File: src/rtl/alu_operand_loader.sv
`default_nettype none
// ============================================================================
// Module      : alu_operand_loader
// Description : Front-panel entry for the ALU harness. Debounces four buttons,
//               shifts switch nibbles into operands/command, snapshots the ALU
//               result and flags, and pages them out on the LEDs.
// Revision    : 1.0 - initial release
// ============================================================================
module alu_operand_loader #(
  parameter int DEBOUNCE_CYCLES = 16
) (
  input  logic        clk,
  input  logic        rst_n,
  input  logic [3:0]  sw,
  input  logic [3:0]  btn,
  input  logic [31:0] result,
  input  logic        carryout,
  input  logic        zero,
  input  logic        overflow,
  output logic [31:0] operandA,
  output logic [31:0] operandB,
  output logic [2:0]  command,
  output logic [3:0]  led,
  output logic        valid
);

  localparam int CNT_W = $clog2(DEBOUNCE_CYCLES);
  localparam logic [CNT_W-1:0] CNT_MAX = CNT_W'(DEBOUNCE_CYCLES - 1);
  localparam logic [3:0] LAST_PAGE = 4'd8;

  typedef enum logic [1:0] {
    ENTRY  = 2'd0,
    SETTLE = 2'd1,
    SHOW   = 2'd2
  } state_t;

  logic [3:0] w_press;

  for (genvar i = 0; i < 4; i++) begin : g_btn
    logic             sync1_q;
    logic             sync2_q;
    logic             db_q;
    logic             db_d;
    logic             db_prev_q;
    logic [CNT_W-1:0] cnt_q;
    logic [CNT_W-1:0] cnt_d;

    always_comb begin
      db_d  = db_q;
      cnt_d = '0;
      if (sync2_q != db_q) begin
        if (cnt_q == CNT_MAX) begin
          db_d = sync2_q;
        end else begin
          cnt_d = cnt_q + 1'b1;
        end
      end
    end

    always_ff @(posedge clk or negedge rst_n) begin
      if (!rst_n) begin
        sync1_q   <= 1'b0;
        sync2_q   <= 1'b0;
        db_q      <= 1'b0;
        db_prev_q <= 1'b0;
        cnt_q     <= '0;
      end else begin
        sync1_q   <= btn[i];
        sync2_q   <= sync1_q;
        db_q      <= db_d;
        db_prev_q <= db_q;
        cnt_q     <= cnt_d;
      end
    end

    assign w_press[i] = db_q & ~db_prev_q;
  end

  state_t      state_q, state_d;
  logic [31:0] operand_a_q, operand_a_d;
  logic [31:0] operand_b_q, operand_b_d;
  logic [2:0]  command_q, command_d;
  logic [3:0]  led_q, led_d;
  logic        valid_q, valid_d;
  logic [3:0]  page_q, page_d;
  logic [31:0] snap_result_q, snap_result_d;
  logic [2:0]  snap_flags_q, snap_flags_d;

  always_comb begin
    state_d       = state_q;
    operand_a_d   = operand_a_q;
    operand_b_d   = operand_b_q;
    command_d     = command_q;
    led_d         = led_q;
    page_d        = page_q;
    snap_result_d = snap_result_q;
    snap_flags_d  = snap_flags_q;

    unique case (state_q)
      ENTRY, SHOW: begin
        // The if/else chain is the press priority: btn0 > btn1 > btn2 > btn3.
        if (w_press[0]) begin
          operand_a_d = {operand_a_q[27:0], sw};
          led_d       = sw;
          state_d     = ENTRY;
        end else if (w_press[1]) begin
          operand_b_d = {operand_b_q[27:0], sw};
          led_d       = sw;
          state_d     = ENTRY;
        end else if (w_press[2]) begin
          command_d   = sw[2:0];
          led_d       = {1'b0, sw[2:0]};
          state_d     = ENTRY;
        end else if (w_press[3]) begin
          if (state_q == ENTRY) begin
            state_d = SETTLE;
          end else begin
            page_d = (page_q == LAST_PAGE) ? 4'd0 : page_q + 4'd1;
          end
        end
      end
      SETTLE: begin
        snap_result_d = result;
        snap_flags_d  = {overflow, carryout, zero};
        page_d        = 4'd0;
        state_d       = SHOW;
      end
      default: state_d = ENTRY;
    endcase

    // While showing, the LEDs track the page selected for the next cycle.
    if (state_d == SHOW) begin
      if (page_d == LAST_PAGE) begin
        led_d = {1'b0, snap_flags_d};
      end else begin
        led_d = snap_result_d[{page_d[2:0], 2'b00} +: 4];
      end
    end
    valid_d = (state_d == SHOW);
  end

  always_ff @(posedge clk or negedge rst_n) begin
    if (!rst_n) begin
      state_q       <= ENTRY;
      operand_a_q   <= '0;
      operand_b_q   <= '0;
      command_q     <= '0;
      led_q         <= '0;
      valid_q       <= 1'b0;
      page_q        <= '0;
      snap_result_q <= '0;
      snap_flags_q  <= '0;
    end else begin
      state_q       <= state_d;
      operand_a_q   <= operand_a_d;
      operand_b_q   <= operand_b_d;
      command_q     <= command_d;
      led_q         <= led_d;
      valid_q       <= valid_d;
      page_q        <= page_d;
      snap_result_q <= snap_result_d;
      snap_flags_q  <= snap_flags_d;
    end
  end

  assign operandA = operand_a_q;
  assign operandB = operand_b_q;
  assign command  = command_q;
  assign led      = led_q;
  assign valid    = valid_q;

endmodule
`default_nettype wire

File: config.mk
export PLATFORM = sky130hd
export DESIGN_NAME = alu_operand_loader
export DESIGN_NICKNAME = d
export VERILOG_FILES = /design/src/rtl/alu_operand_loader.sv
export SDC_FILE = /design/constraint.sdc
export NUM_CORES = 1
export LEC_CHECK = 0
export ABC_AREA = 1
export BUFFER_PORTS_ARGS = -buffer_cell sky130_fd_sc_hd__buf_2
export CAP_MARGIN = 30
export CORE_MARGIN = 5
export CORE_UTILIZATION = 40
export CTS_CLUSTER_SIZE = 20
export DETAILED_ROUTE_END_ITERATION = 16
export SETUP_SLACK_MARGIN = 0.3
export SLEW_MARGIN = 20
export SYNTH_ARGS = -nofsm -noshare
export SYNTH_HDL_FRONTEND = slang
export SYNTH_SLANG_ARGS = --single-unit
File: constraint.sdc
create_clock -name clk -period 5.4 [get_ports clk]
set_clock_uncertainty 0.05 [all_clocks]
set_input_delay 1.62 -clock clk [delete_from_list [all_inputs] [get_ports clk]]
set_output_delay 1.62 -clock clk [all_outputs]
set_load 0.03 [all_outputs]
==> results of run 1 <==
-- per-layer routing --
metal / vias up / wire length (um) / part of all wire / GRT usage
met1: 2216 / 6300 / 0.46 / 0.213
met5: - / 0 / 0 / 0
met3: 12 / 710 / 0.052 / 0.0443
met4: 0 / 159 / 0.012 / 0.0509
met2: 116 / 6560 / 0.48 / 0.250
li1: 2301 / - / - / -
-- logic make-up (layout without fill, tap and decap cells) --
| kind of cell | Yosys count | in the layout | synth area share |
|---|---|---|---|
| AND/OR/NAND/NOR | 241 | 241 | 0.174 |
| flip-flops | 145 | 145 | 0.587 |
| buffers and inverters | 136 | 265 | 0.0891 |
| AO/OA/AOI/OAI | 99 | 99 | 0.0838 |
| multiplexers | 20 | 20 | 0.0365 |
| XOR/XNOR | 12 | 12 | 0.0170 |
| adder cells (fa/ha/maj) | 6 | 6 | 0.0122 |
-- Yosys cell counts (2+ instances only) --
cell type | count | area, sq um
nand2_1 | 112 | 420
nor2_8 | 2 | 40.0
buf_4 | 2 | 15.0
ha_1 | 6 | 75.1
buf_1 | 3 | 11.3
xnor2_1 | 8 | 70.1
nand2_4 | 4 | 45.0
buf_6 | 2 | 22.5
mux2_2 | 20 | 225
o21ai_2 | 2 | 17.5
nand4_1 | 3 | 18.8
nor3_1 | 3 | 15.0
nand2_2 | 7 | 43.8
buf_2 | 5 | 25.0
a21oi_1 | 30 | 150
o21ai_0 | 47 | 235
inv_1 | 108 | 405
dfrtp_1 | 145 | 3630
a21oi_2 | 3 | 26.3
o21ai_1 | 15 | 75.1
nand3_1 | 56 | 280
inv_2 | 4 | 15.0
nor2_1 | 52 | 195
clkbuf_1 | 11 | 41.3
xor2_1 | 4 | 35.0
-- through the flow --
stage	total power, mW	hold slack, ps	instance area, sq um	setup slack, ps
2_1_floorplan	1.26	281	6180	2990
3_3_place_gp	1.34	286	6900	2660
3_5_place_dp	1.35	286	6950	2620
4_1_cts	2.55	301	7550	2670
5_1_grt	2.62	305	7550	2650
6_report	2.51	299	7550	2700
-- report_power, final --
| group | total [mW] | internal [mW] | switching (mW) |
|---|---|---|---|
| Clock | 1.19 | 0.717 | 0.473 |
| Combinational | 0.175 | 0.0558 | 0.119 |
| Sequential | 1.15 | 1.13 | 0.0212 |
-- worst paths after layout --
check                           slack [ps]  cells past startpoint               end        startpoint
worst max register to register        3200                     15            led[1]         page_q[0]
min in group asynchronous             1210                      1      operandA[25]             rst_n
worst min register to register         300                      0  g_btn[2].sync2_q  g_btn[2].sync1_q
worst min-delay path                   300                      0  g_btn[2].sync2_q  g_btn[2].sync1_q
worst max-delay path                  2700                      1       operandB[2]       operandB[2]
max in group asynchronous             3130                      2        command[2]             rst_n
-- final cells by class --
cell class	count	area, sq um	area share
Timing Repair Buffer	121	657	0.0870
Clock inverter	12	148	0.0196
Multi-Input combinational cell	378	2000	0.265
Clock buffer	20	457	0.0605
Sequential cell	145	3630	0.481
Tap cell	188	235	0.0312
Inverter	112	420	0.0557
-- flip-flops by register name (all words and copies together) (netlist names), 4 cells and up --
register         flops
operandA            32
operandB            32
snap_result_q       32
g_btn.cnt_q         16
g_btn.db_prev_q      4
g_btn.db_q           4
g_btn.sync1_q        4
g_btn.sync2_q        4
led                  4
page_q               4
-- placed cells by master (no fill, tap or decap) --
| cell | n |
|---|---|
| clkinv_4 | 2 |
| clkbuf_1 | 1 |
| a31oi_1 | 1 |
| buf_6 | 1 |
| nand2_2 | 7 |
| clkbuf_16 | 17 |
| xor2_1 | 4 |
| buf_12 | 1 |
| nor2_4 | 1 |
| a21oi_1 | 30 |
| o211ai_1 | 1 |
| nand3_2 | 1 |
| nor2_1 | 52 |
| nand4_1 | 3 |
| bufinv_16 | 2 |
| buf_16 | 1 |
| o21ai_1 | 15 |
| nand2_4 | 4 |
| inv_1 | 108 |
| nand3_1 | 55 |
| mux2_2 | 20 |
| clkinvlp_4 | 2 |
| inv_6 | 5 |
| buf_4 | 3 |
| o21ai_0 | 47 |
| buf_2 | 115 |
| dfrtp_1 | 145 |
| xnor2_1 | 8 |
| ha_1 | 6 |
| o21ai_2 | 2 |
| nor2_2 | 1 |
| inv_8 | 1 |
| nor3_1 | 3 |
| a21oi_2 | 3 |
| nor2_8 | 2 |
| nand2_1 | 112 |
| clkbuf_8 | 2 |
| inv_2 | 4 |
==> impl_metrics.yaml, run 1 <==
yosys:
  synth_area_sq_um: 6180
  synth.distinct_cells: 30
  synth_edf_count: 0
  synth_warnings: 0
  yosys_register_bits: 145
  avgSynthCellArea_sq_um: 9.38
  async_reset_ff_frac: 1.00
  netlist_instances: 659
  seq_area_frac_synth: 0.587
  syn-num-nets: 710
  synth_top_flop_cell: "dfrtp_1"
global_routing:
  antenna_found_initial: 0
  grt_max_degree: 89
  grt_pass1_vias: 4450
  grt_pass1_wl_um: 22500
  grt_use_total: 0.159
  gr-total-overflow: 0
placement:
  hpwl_um: 9840
  portBuffers: 116
  placed_cells: 944
  gp_congestion: 0.804
finish:
  nets: 826
  drive_gt1_frac: 0.250
  diodes: 0
  fin_util: 0.497
  syn_to_final_growth_pct: 22.2
  n_fill_cell: 1440
  layout.cells.non_filler: 976
sta:
  hold_viol_final: 0
  setup_viol: 0
  timing.final.crit_share: 0.499
  slew_headroom: 0.456
  min_period_ps: 2700
  setup_tns_ps: 0
  tightest_slew_ps: 816
  rsz0062_at_grt: "false"
  slew_violations: 0
  fmax_mhz: 371
setup_path:
  critical_path.endpoint_type: "output pin"
  required_ps: 3730
  path_class: "register to output pin"
  cp_max_fo: 3
  critPathTopFamily: "flip-flops"
  start_kind: "register"
  cp.arrival_ps: 1030
  cp_slowest_stage_delay_ps: 390
  critical_path_buf_inv_count: 1
  critPathSlowestCell: "dfrtp_1"
  path_cells: "buf_2"
detailed_routing:
  routedWlPerCell_um: 14.1
  vias_per_cell: 4.76
  firstDrtPassIters: 4
  dr_total_vias: 4645
  drt_iter0_markers: 327
  wl_um: 13700
  drcViolationCount: 0
  antenna_left: 0
clock_tree:
  cts_buffer_depth: 2
  root_buffer: "clkbuf_16"
  cts_tree: "yes"
  cts_setup_buffers: 0
  htreeDepth: 4
  path_clk_slew_ps: 60
  cts_buffers: 17
  cts_sinks: 145
  holdBufCountCts: 0
  ctsResizeCount: 0
  insertion_delay_ps: 420
flow_run:
  drv_cap: 0
power_and_ir_drop:
  p_per_area_nw_per_um2: 333
  vdd_ir_drop_max_uv: 225
  p_leak_nw: 4.23
die:
  die_w_um: 134
  initial_core_util: 0.406
  core-area_sq_um: 15200
  row_count: 45
  ios: 117
  fp.dieArea_sq_um: 18000
  die_y_um: 134
outcome:
  outcome: "completed"
hold_path:
  hp-class: "register to register"
Power figures use the tool's default switching activity.
==> inputs of run 2 (changes only) <==
ABC_AREA = 0   (was 1)
clock period = 2.51 ns   (was 5.4 ns; I/O delays follow)
==> run 2 against run 1 <==
  * First-iteration DRC count decreased by 34%
  * Wire length shrank 8.0%
  * Non-clock buffer count increased by 18
  * Design area is 1.7% higher
  * Sequential share of layout area is 0.81 points lower
  * Register-to-register slack worse by 3200 ps
  * Power is 110% higher
  * Utilization is 2.8 points higher
  * Sequential cell count is the same
  * Area after synthesis decreased by 2.3%
  * Final cell count is 22% lower
==> impl_metrics.yaml, run 2 <==
clock_tree:
  cts_tree: "yes"
  htreeDepth: 4
  cts_buffers: 17
  path_clk_slew_ps: 50
  cts_buffer_depth: 2
  root_buffer: "clkbuf_16"
  insertion_delay_ps: 410
  cts_sinks: 145
placement:
  hpwl_um: 8900
  post_dp_cell_area_sq_um: 6950
  gp_congestion: 0.826
  portBuffers: 116
  placed_cells: 729
global_routing:
  grt_use_total: 0.149
  gr-total-overflow: 0
  grt_max_degree: 54
  grt_pass1_vias: 4178
  grt_pass1_wl_um: 21100
  antenna_found_initial: 0
power_and_ir_drop:
  p_leak_nw: 3.88
  vdd_ir_drop_max_uv: 448
  p_per_area_nw_per_um2: 673
sta:
  tightest_slew_ps: 579
  slew_headroom: 0.611
  slew_violations: 0
  timing.final.crit_share: 0.982
  min_period_ps: 2460
  setup_viol: 0
  fmax_mhz: 406
  holdWs_ps: 240
  rsz0062_at_grt: "true"
  hold_viol_final: 0
yosys:
  synth_area_leaders: "dfrtp_1 (60%), mux2_2 (20%), ha_1 (1.2%)"
  synth_commonest_cells: "dfrtp_1 (145), mux2_2 (106), nand2_1 (11), nor2_1 (11)"
  seq_area_frac_synth: 0.601
  avgSynthCellArea_sq_um: 14.1
  synth_area_sq_um: 6030
  synth_top_cell_by_area: "dfrtp_1"
  synth.distinct_cells: 54
  yosys_register_bits: 145
  synth_edf_count: 0
  netlist_instances: 427
  synth_warnings: 0
  synth_top_flop_cell: "dfrtp_1"
  yosysMostFrequentCell: "dfrtp_1"
  yosysTopAreaCellShare: 0.601
  async_reset_ff_frac: 1.00
  syn-num-nets: 478
die:
  die_y_um: 133
  initial_core_util: 0.412
  die_w_um: 133
  ios: 117
  fp.dieArea_sq_um: 17600
  core-area_sq_um: 14600
  row_count: 44
finish:
  syn_to_final_growth_pct: 27.3
  layout_common_cells: "dfrtp_1 (145), buf_2 (115), mux2_2 (106), clkbuf_16 (18), buf_4 (15)"
  final_area_sq_um: 7680
  drive_gt1_frac: 0.514
  nets: 621
  layout.cells.non_filler: 766
  layout_commonest_cell: "dfrtp_1"
  diodes: 0
flow_run:
  drv_cap: 0
hold_path:
  hp-class: "primary input to async pin"
detailed_routing:
  drcViolationCount: 0
  firstDrtPassIters: 4
  wl_um: 12600
  drt_iter0_markers: 216
  routedWlPerCell_um: 16.5
  dr_total_vias: 3971
  vias_per_cell: 5.18
  antenna_left: 0
setup_path:
  cp_slowest_stage_delay_ps: 380
  path_cells: "inv_1, ha_2, and3b_2, or3_4, o211ai_4, buf_12, or2b_1, o2111a_1, nor4_2, o21ai_1"
  critical_path_buf_inv_count: 2
  start_kind: "register"
  rrSetupSlack_ps: 50
  cp.arrival_ps: 2710
  cp_max_fo: 5
  critPathTopFamily: "simple AND/OR/NAND/NOR gates"
  required_ps: 2750
  critical_path.endpoint_type: "register"
  critPathSlowestCell: "or3_4"
  path_class: "register to register"
outcome:
  outcome: "completed"
-- run 2: cell count changes in the layout (fill, tap and decap cells not counted), sizes merged, moves of 16 or more --
cell,previous run,this run
a21oi,33,11
o21ai,64,11
nand2,123,11
nand3,56,6
nor2,56,13
mux2,20,107
inv,118,10
buf,121,137
-- run 2: path summary, 6_finish.rpt --
kind | from | endpoint | depth (start not counted)
worst max-delay path | page_q[0] | led[1] | 10
worst min-delay path | rst_n | operandB[25] | 1
worst max register to register | page_q[0] | led[1] | 10
worst min register to register | g_btn[3].sync1_q | g_btn[3].sync2_q | 0
max in group asynchronous | rst_n | snap_result_q[12] | 2
min in group clk | g_btn[3].sync1_q | g_btn[3].sync2_q | 0
-- run 2: worst register-to-register path, delay by kind of cell (launching register included) --
| family | cells | cell delay (ps) |
|---|---|---|
| DFF | 1 | 330 |
| adders and majority gates | 1 | 170 |
| and+or+nand+nor | 4 | 1100 |
| buffers and inverters | 2 | 210 |
| AOI/OAI and AO/OA | 3 | 480 |
-- run 2: logic make-up (layout without fill, tap and decap cells) --
kind of cell | count (synthesis) | in the layout | share of synthesized area
adder cells (fa/ha/maj) | 6 | 6 | 0.0124
AND/OR/NAND/NOR | 82 | 82 | 0.0821
XOR/XNOR | 8 | 8 | 0.0116
flip-flops | 145 | 145 | 0.601
multiplexers | 114 | 114 | 0.211
buffers and inverters | 25 | 180 | 0.0218
AO/OA/AOI/OAI | 47 | 47 | 0.0595
-- run 2: layout make-up --
| class | count | area (sq um) |
|---|---|---|
| well taps | 184 | 230 |
| multi-input cells | 257 | 2320 |
| clock inverters | 9 | 106 |
| fillers | 1281 | 6960 |
| clock buffers | 22 | 484 |
| flip-flops and latches | 145 | 3630 |
| repair buffers | 139 | 868 |
| inverters | 10 | 37.5 |
-- run 2: through the flow --
step	TNS, ps	setup WS, ps	total power [mW]	utilization
finish	0	46.0	5.17	0.524
global route	-136	-58.1	5.37	0.524
CTS	0	57.9	5.24	0.520
detailed placement	0	39.8	2.74	0.474
global placement	0	108	2.73	0.474
floorplan	0	185	2.59	-
-- run 2: layer usage --
layer | vias up | wire length (um) | part of all wire | GRT usage
met2 | 107 | 5990 | 0.47 | 0.232
met3 | 15 | 762 | 0.060 | 0.0490
met5 | - | 0 | 0 | 0
met4 | 0 | 163 | 0.013 | 0.0537
met1 | 2010 | 5710 | 0.45 | 0.196
li1 | 1839 | - | - | -
-- run 2: where the power goes --
group | switching, mW | internal, mW | leakage [nW]
clock network | 0.911 | 1.56 | 0.284
registers | 0.0395 | 2.39 | 1.97
logic | 0.166 | 0.0973 | 1.62
-- run 2: what timing repair did --
action,4_1_cts,5_1_grt
pin swaps,3,3
endpoints found under the setup margin,4,4
setup buffers,3,1
hold buffers,0,0
gates resized for setup,3,6
cloned,1,1
